### config.mk
export PLATFORM = sky130hd
export DESIGN_NAME = eq_band_sched
export DESIGN_NICKNAME = d
export VERILOG_FILES = /design/src/rtl/eq_band_sched.sv
export SDC_FILE = /design/constraint.sdc
export NUM_CORES = 1
export LEC_CHECK = 0
export ABC_AREA = 1
export ABC_CLOCK_PERIOD_IN_PS = 1900
export BUFFER_PORTS_ARGS = -buffer_cell sky130_fd_sc_hd__buf_4
export CORE_MARGIN = 2
export CORE_UTILIZATION = 56
export CTS_BUF_LIST = sky130_fd_sc_hd__clkbuf_8
export DETAILED_ROUTE_END_ITERATION = 10
export PLACE_DENSITY = 0.9
export SYNTH_ARGS = -nofsm -noshare
export SYNTH_HDL_FRONTEND = slang
export SYNTH_SLANG_ARGS = --single-unit
### constraint.sdc
create_clock -name clk -period 1.9 [get_ports clk]
set_input_delay 0.19 -clock clk [delete_from_list [all_inputs] [get_ports clk]]
set_output_delay 0.19 -clock clk [all_outputs]
set_load 0.05 [all_outputs]
### src/rtl/eq_band_sched.sv
`default_nettype none
// ============================================================================
// Module   : eq_band_sched
// Purpose  : Walks the enabled equalizer bands once per new sample. It drives
//            the shared tap/coefficient address and the MAC clear and enable
//            strobes, and reports when each band result is valid.
// Revision : 1.0  initial release
// ============================================================================
module eq_band_sched #(
  parameter int NUM_BANDS = 5,
  parameter int TAPS      = 1021,
  parameter int ADDR_W    = 11
) (
  input  logic                 clk,
  input  logic                 RST_n,
  input  logic                 smpl_rdy,
  input  logic                 q_full,
  input  logic [NUM_BANDS-1:0] band_en,
  output logic                 busy,
  output logic [2:0]           band,
  output logic [ADDR_W-1:0]    tap_addr,
  output logic                 mac_clr,
  output logic                 mac_en,
  output logic                 band_vld,
  output logic                 done,
  output logic                 overrun
);

  localparam logic [ADDR_W-1:0] c_LAST_TAP = ADDR_W'(TAPS - 1);

  typedef enum logic [1:0] {
    S_IDLE  = 2'd0,
    S_ISSUE = 2'd1,
    S_DRAIN = 2'd2,
    S_VALID = 2'd3
  } state_t;

  state_t               r_state;
  logic [NUM_BANDS-1:0] r_en_q;

  logic [2:0] w_first_band;
  logic [2:0] w_next_band;
  logic       w_next_any;

  // Descending scan so the last hit is the lowest qualifying index.
  always_comb begin
    w_first_band = 3'd0;
    w_next_band  = 3'd0;
    w_next_any   = 1'b0;
    for (int i = NUM_BANDS - 1; i >= 0; i--) begin
      if (band_en[i]) begin
        w_first_band = 3'(i);
      end
      if (r_en_q[i] && (3'(i) > band)) begin
        w_next_band = 3'(i);
        w_next_any  = 1'b1;
      end
    end
  end

  always_ff @(posedge clk or negedge RST_n) begin
    if (!RST_n) begin
      r_state  <= S_IDLE;
      r_en_q   <= '0;
      busy     <= 1'b0;
      band     <= 3'd0;
      tap_addr <= '0;
      mac_clr  <= 1'b0;
      mac_en   <= 1'b0;
      band_vld <= 1'b0;
      done     <= 1'b0;
      overrun  <= 1'b0;
    end else begin
      mac_en   <= (r_state == S_ISSUE);
      mac_clr  <= 1'b0;
      band_vld <= 1'b0;
      done     <= 1'b0;
      if (smpl_rdy && (r_state != S_IDLE)) begin
        overrun <= 1'b1;
      end

      case (r_state)
        S_IDLE: begin
          if (smpl_rdy && q_full) begin
            r_en_q <= band_en;
            if (|band_en) begin
              band     <= w_first_band;
              tap_addr <= '0;
              mac_clr  <= 1'b1;
              busy     <= 1'b1;
              r_state  <= S_ISSUE;
            end else begin
              done <= 1'b1;
            end
          end
        end
        S_ISSUE: begin
          if (tap_addr == c_LAST_TAP) begin
            r_state <= S_DRAIN;
          end else begin
            tap_addr <= tap_addr + ADDR_W'(1);
          end
        end
        S_DRAIN: begin
          r_state  <= S_VALID;
          band_vld <= 1'b1;
          done     <= !w_next_any;
        end
        S_VALID: begin
          if (w_next_any) begin
            band     <= w_next_band;
            tap_addr <= '0;
            mac_clr  <= 1'b1;
            r_state  <= S_ISSUE;
          end else begin
            busy    <= 1'b0;
            r_state <= S_IDLE;
          end
        end
        default: begin
          busy    <= 1'b0;
          r_state <= S_IDLE;
        end
      endcase
    end
  end

endmodule
`default_nettype wire

# Yosys cells after proc, flatten, opt, wreduce, memory -nomap -nowiden
# Index checks and enable logic that the tools add are counted.
# W data, S select, Z words.
word_totals:
  register_bits: 27
  input_bits: 9
  wordCells: 85
op_classes:
  add_sub_neg: 1
  order_cmp: 5
  n_eq_ne: 10
  n_mux: 41
  reduce_logical: 18
op_table:
  columns: ["op", "n"]
  rows:
  - ["$mux W11", 4]
  - ["$mux W3", 13]
  - ["$pmux W11 S3", 1]
  - ["$mux W1", 15]
  - ["$add A11 B1 Y11 const B", 1]
  - ["$eq A11 B10 Y1 const B", 1]
  - ["$ne A2 B2 Y1 const B", 5]
  - ["$pmux W2 S4", 1]
  - ["$reduce_and A4 Y1", 2]
  - ["$logic_and A1 B1 Y1", 7]
  - ["$gt A1 B3 Y1 const A", 2]
  - ["$gt A2 B3 Y1 const A", 2]
  - ["$mux W2", 3]
  - ["$pmux W1 S2", 3]
  - ["$pmux W3 S2", 1]
  - ["$reduce_and A5 Y1", 1]
  - ["$reduce_or A5 Y1", 1]
  - ["$eq A2 B2 Y1 const B", 2]
  - ["$reduce_bool A2 Y1", 2]
  - ["$gt A3 B3 Y1 const A", 1]
  - ["$reduce_and A3 Y1", 1]
  - ["$reduce_bool A3 Y1", 1]
  - ["$eq A2 B1 Y1 const B", 1]
  - ["$logic_not A2 Y1", 1]
  - ["other kinds (3)", 3]

# Longest topological paths before layout
depth:
  ltp_word: 9
  mapped_depth: 11
  depth_no_buf: 10

# Worst setup path before layout
# No wires, ideal clock.
synth_timing:
  path_type: "reg2reg"
  from: "register tap_addr[0]"
  to: "register tap_addr[0]"
  t_arrival_ns: 1.643
  required_ns: 1.834
  slack_ns: 0.191
  path_stages_with_launch: 11
  n_path_buf: 1
  cell_sequence: "dfrtp_1 > inv_1 > ha_1 > inv_1 > nor2_1 > nand4_1 > nand2_1 > nor2_4 > buf_6 > nand2_1 > nand2_1"
synth_between:
  elab_chain_cells: 3
  word_cells_on_any_way: 6
synth_rtl:
  columns: ["item", "line_no", "rtl"]
  rows:
  - ["start: declaration", "21", "output logic [ADDR_W-1:0] tap_addr,"]
  - ["start signal: assignment", "101", "tap_addr <= tap_addr + ADDR_W'(1);"]
  - ["$add A11 B1 Y11 / $eq A11 B10 Y1 (equally long branches)", "101, 98", null]
  - ["$mux W11 / $ne A2 B2 Y1 (equally long branches)", null, null]
  - ["$pmux W11 S3 / $reduce_and A5 Y1 (equally long branches)", null, null]
# Parallel ways exist; a longest one is shown, timed or not. The select of a mux whose other input is x is not followed.
# A chain may end at the register's enable or synchronous reset.

# Final worst setup path
layout_timing:
  from: "register tap_addr[0]"
  to: "register tap_addr[1]"
# The elaborated chain is that of the path after synthesis.

==> flow_metrics.py <==
metrics = {
    "sta": {
        "fmax_mhz": 616,
        "setup_viol": 0,
        "hold_viol": 0,
        "finalCritPeriodShare_pct": 85.4,
        "finClkSkew_ns": 0.00755,
        "relSlewSlack_pct": 77.9,
        "report.final.slew_viol_count": 0,
        "post-route-min-period_ns": 1.62,
        "tightest_slew_ns": 0.332,
        "rsz0062_at_grt": "false",
        "timing.hold.ws_ns": 0.136,
        "tns_ns": 0,
    },
    "final_layout": {
        "multi_input_area_um2": 821,
        "drive_gt1_share_pct": 18.5,
        "final_util_pct": 69.5,
        "antenna_cells": 0,
        "final_nets": 264,
        "synthToLayoutAreaGrowth_pct": 18.9,
        "n_fill_cell": 229,
        "layout.area.seq_um2": 651,
    },
    "floorplanning": {
        "num_io_pins": 29,
        "dieHeight_um": 57.2,
        "dieArea_mm2": 0.00327,
        "num_rows": 19,
        "core_area_mm2": 0.00271,
        "start_util_pct": 58.4,
        "chipWidth_um": 57.2,
    },
    "clocking": {
        "cts_sinks": 26,
        "cts_setup_buffers": 0,
        "cts_root_buf": "clkbuf_8",
        "cts_made_buffers": 3,
        "clockBufferDepth": 2,
        "cts_resized": 0,
        "clkTransAtPathRegs_ns": 0.09,
        "clk_latency_ns": 0.27,
        "cts_max_level": 1,
        "cts_tree": "yes",
    },
    "logic_synthesis": {
        "ys_ff_latch": 26,
        "yosysSeqAreaShare_pct": 41.1,
        "synth.area.top_cells": "dfrtp_1 (41%), nand2_1 (18%), nor2_1 (6.9%)",
        "yosysTopAreaCell": "dfrtp_1",
        "syn-num-nets": 231,
        "synth_top_area_share_pct": 41.1,
        "synthCells": 216,
        "yosysWarnings": 0,
        "avgSynthCellArea_um2": 7.33,
        "netlist_area_mm2": 0.00158,
        "yosysUniqueCellTypes": 24,
    },
    "detailed_routing": {
        "vias_per_cell": 5.23,
        "wl_um": 3190,
        "post-route-drc-count": 0,
        "num_vias": 1459,
        "drt-pass1-iter-count": 4,
        "postRouteAntennaNets": 0,
        "drt-initial-drc-count": 43,
        "wire_per_inst_um": 11.4,
    },
    "power_and_ir_drop": {
        "p_leak_nw": 0.999,
        "peakVddDrop_uv": 1180,
        "powerDensity_mw_per_mm2": 1430,
    },
    "global_route": {
        "grt_pass1_vias": 1342,
        "grt_pass1_wl_um": 5800,
        "grt-ovfl-total": 0,
        "antenna_found_initial": 0,
        "grt_max_degree": 27,
        "track_usage_pct": 22.0,
    },
    "job": {
        "maxCapViolCount": 0,
    },
    "setup_path": {
        "path_common_cell": "nand2_1",
        "cp_data_required_time_ns": 2.11,
        "cpMaxStageDelayCell": "dfrtp_1",
        "critPathMaxStageDelay_ns": 0.49,
        "worstSetupPathType": "reg2reg",
        "crit_chain": "inv_1 -> ha_1 -> inv_1 -> nor2_1 -> nand4_1 -> nand2_1 -> nor2_4 -> nand2_1 -> nand2_1",
        "worstSetupEndpointType": "flop",
        "critPathMaxFanout": 11,
        "cp_data_arrival_time_ns": 1.84,
        "critPathLaunchType": "flop",
    },
    "placement": {
        "dpl.hpwl_um": 2420,
        "place_congestion": 0.782,
        "portBuffers": 28,
    },
    "run_status": {
        "status": "complete, no violations",
    },
    "worst_hold_path": {
        "hp-class": "in2reg",
    },
}
==> logic make-up (layout without fill, tap and decap cells) <==
| kind of cell | count (synthesis) | after routing | synth area share (%) |
|---|---|---|---|
| buffers and inverters | 26 | 58 | 7.11 |
| flip-flops | 26 | 26 | 41.1 |
| AO/OA/AOI/OAI | 17 | 17 | 5.92 |
| adder cells (fa/ha/maj) | 6 | 6 | 4.74 |
| AND/OR/NAND/NOR | 135 | 135 | 37.8 |
| XOR/XNOR | 6 | 6 | 3.32 |
==> where the power goes <==
part	internal, mW	switching, mW
sequential	0.704	0.127
combinational	0.454	1.05
clock	0.185	0.172
total	1.34	1.35
==> synth_stat cells <==
cell	n
nand3_2	2
buf_6	2
o22ai_1	1
o21bai_1	1
o21ai_0	7
inv_2	1
nand3_1	12
nand2_4	4
xnor2_1	3
ha_1	6
o31ai_1	1
nand2_1	78
dfrtp_1	26
clkinv_1	1
nor2_4	2
nand4_1	4
xor2_1	3
a21o_1	1
o21ai_1	2
a21oi_1	4
nor2_1	29
nand2_2	2
nor2_2	2
inv_1	22
==> through the flow <==
step	total power, mW	setup WS [ns]	instances	instance area [um^2]
final	2.69	0.277	279	1880
after global routing	2.91	0.128	279	1880
after CTS	2.71	0.275	279	1880
after detailed placement	2.35	0.332	274	1820
after global placement	2.30	0.356	274	1820
after floorplan	2.03	0.191	216	1580
==> final cells by class <==
cell class | count | share of cell area (%)
Timing Repair Buffer | 30 | 12.1
Tap cell | 31 | 2.06
Clock buffer | 4 | 2.92
Multi-Input combinational cell | 164 | 43.6
Sequential cell | 26 | 34.6
Inverter | 24 | 4.78
==> path summary, 6_finish.rpt <==
path	startpoint	end	slack, ns	depth (start not counted)
max	tap_addr[0]$_DFFE_PN0P_	tap_addr[1]$_DFFE_PN0P_	0.28	9
min	smpl_rdy	overrun$_DFFE_PN0P_	0.14	2
max reg2reg	tap_addr[0]$_DFFE_PN0P_	tap_addr[1]$_DFFE_PN0P_	0.28	9
min reg2reg	overrun$_DFFE_PN0P_	overrun$_DFFE_PN0P_	0.46	1
max in group asynchronous	RST_n	band[1]$_DFFE_PN0P_	1.28	2
min in group asynchronous	RST_n	tap_addr[5]$_DFFE_PN0P_	0.36	2
==> repair_timing <==
action | 4_1_cts | 5_1_grt
hold endpoints to repair | 26 | 0
hold buffers | 1 | 0
endpoints found under the setup margin | 0 | 0
==> per-layer routing <==
layer	GRT usage, %	vias to the layer above	share of wire (%)
met5	0	-	0
met4	5.32	0	1.3
met3	3.85	6	5.3
met2	35.1	53	45
met1	31.4	665	48
li1	-	735	-
==> cell usage in the layout (no fill, tap or decap), types with 2 or more instances in the layout <==
master,netlist,layout
nand2_1,78,78
nor2_1,29,29
buf_4,0,29
dfrtp_1,26,26
inv_1,22,22
nand3_1,12,12
o21ai_0,7,7
ha_1,6,6
nand2_4,4,4
a21oi_1,4,4
nand4_1,4,4
clkbuf_8,0,4
xor2_1,3,3
xnor2_1,3,3
nand3_2,2,2
nor2_2,2,2
nand2_2,2,2
nor2_4,2,2
o21ai_1,2,2
==> registers in the layout, indices dropped and copies added (netlist names) <==
name / cells
band: 3
band_vld: 1
busy: 1
done: 1
mac_clr: 1
mac_en: 1
overrun: 1
r_en_q: 4
r_state: 2
tap_addr: 11
==> critical path: cells and delay by family (launching register included) <==
family,cells,cell delay (ns)
flops,1,0.49
fa+ha+maj,1,0.21
buf+inv,2,0.17
simple gates,6,0.69
No activity file was read; power rests on OpenSTA's default activity.
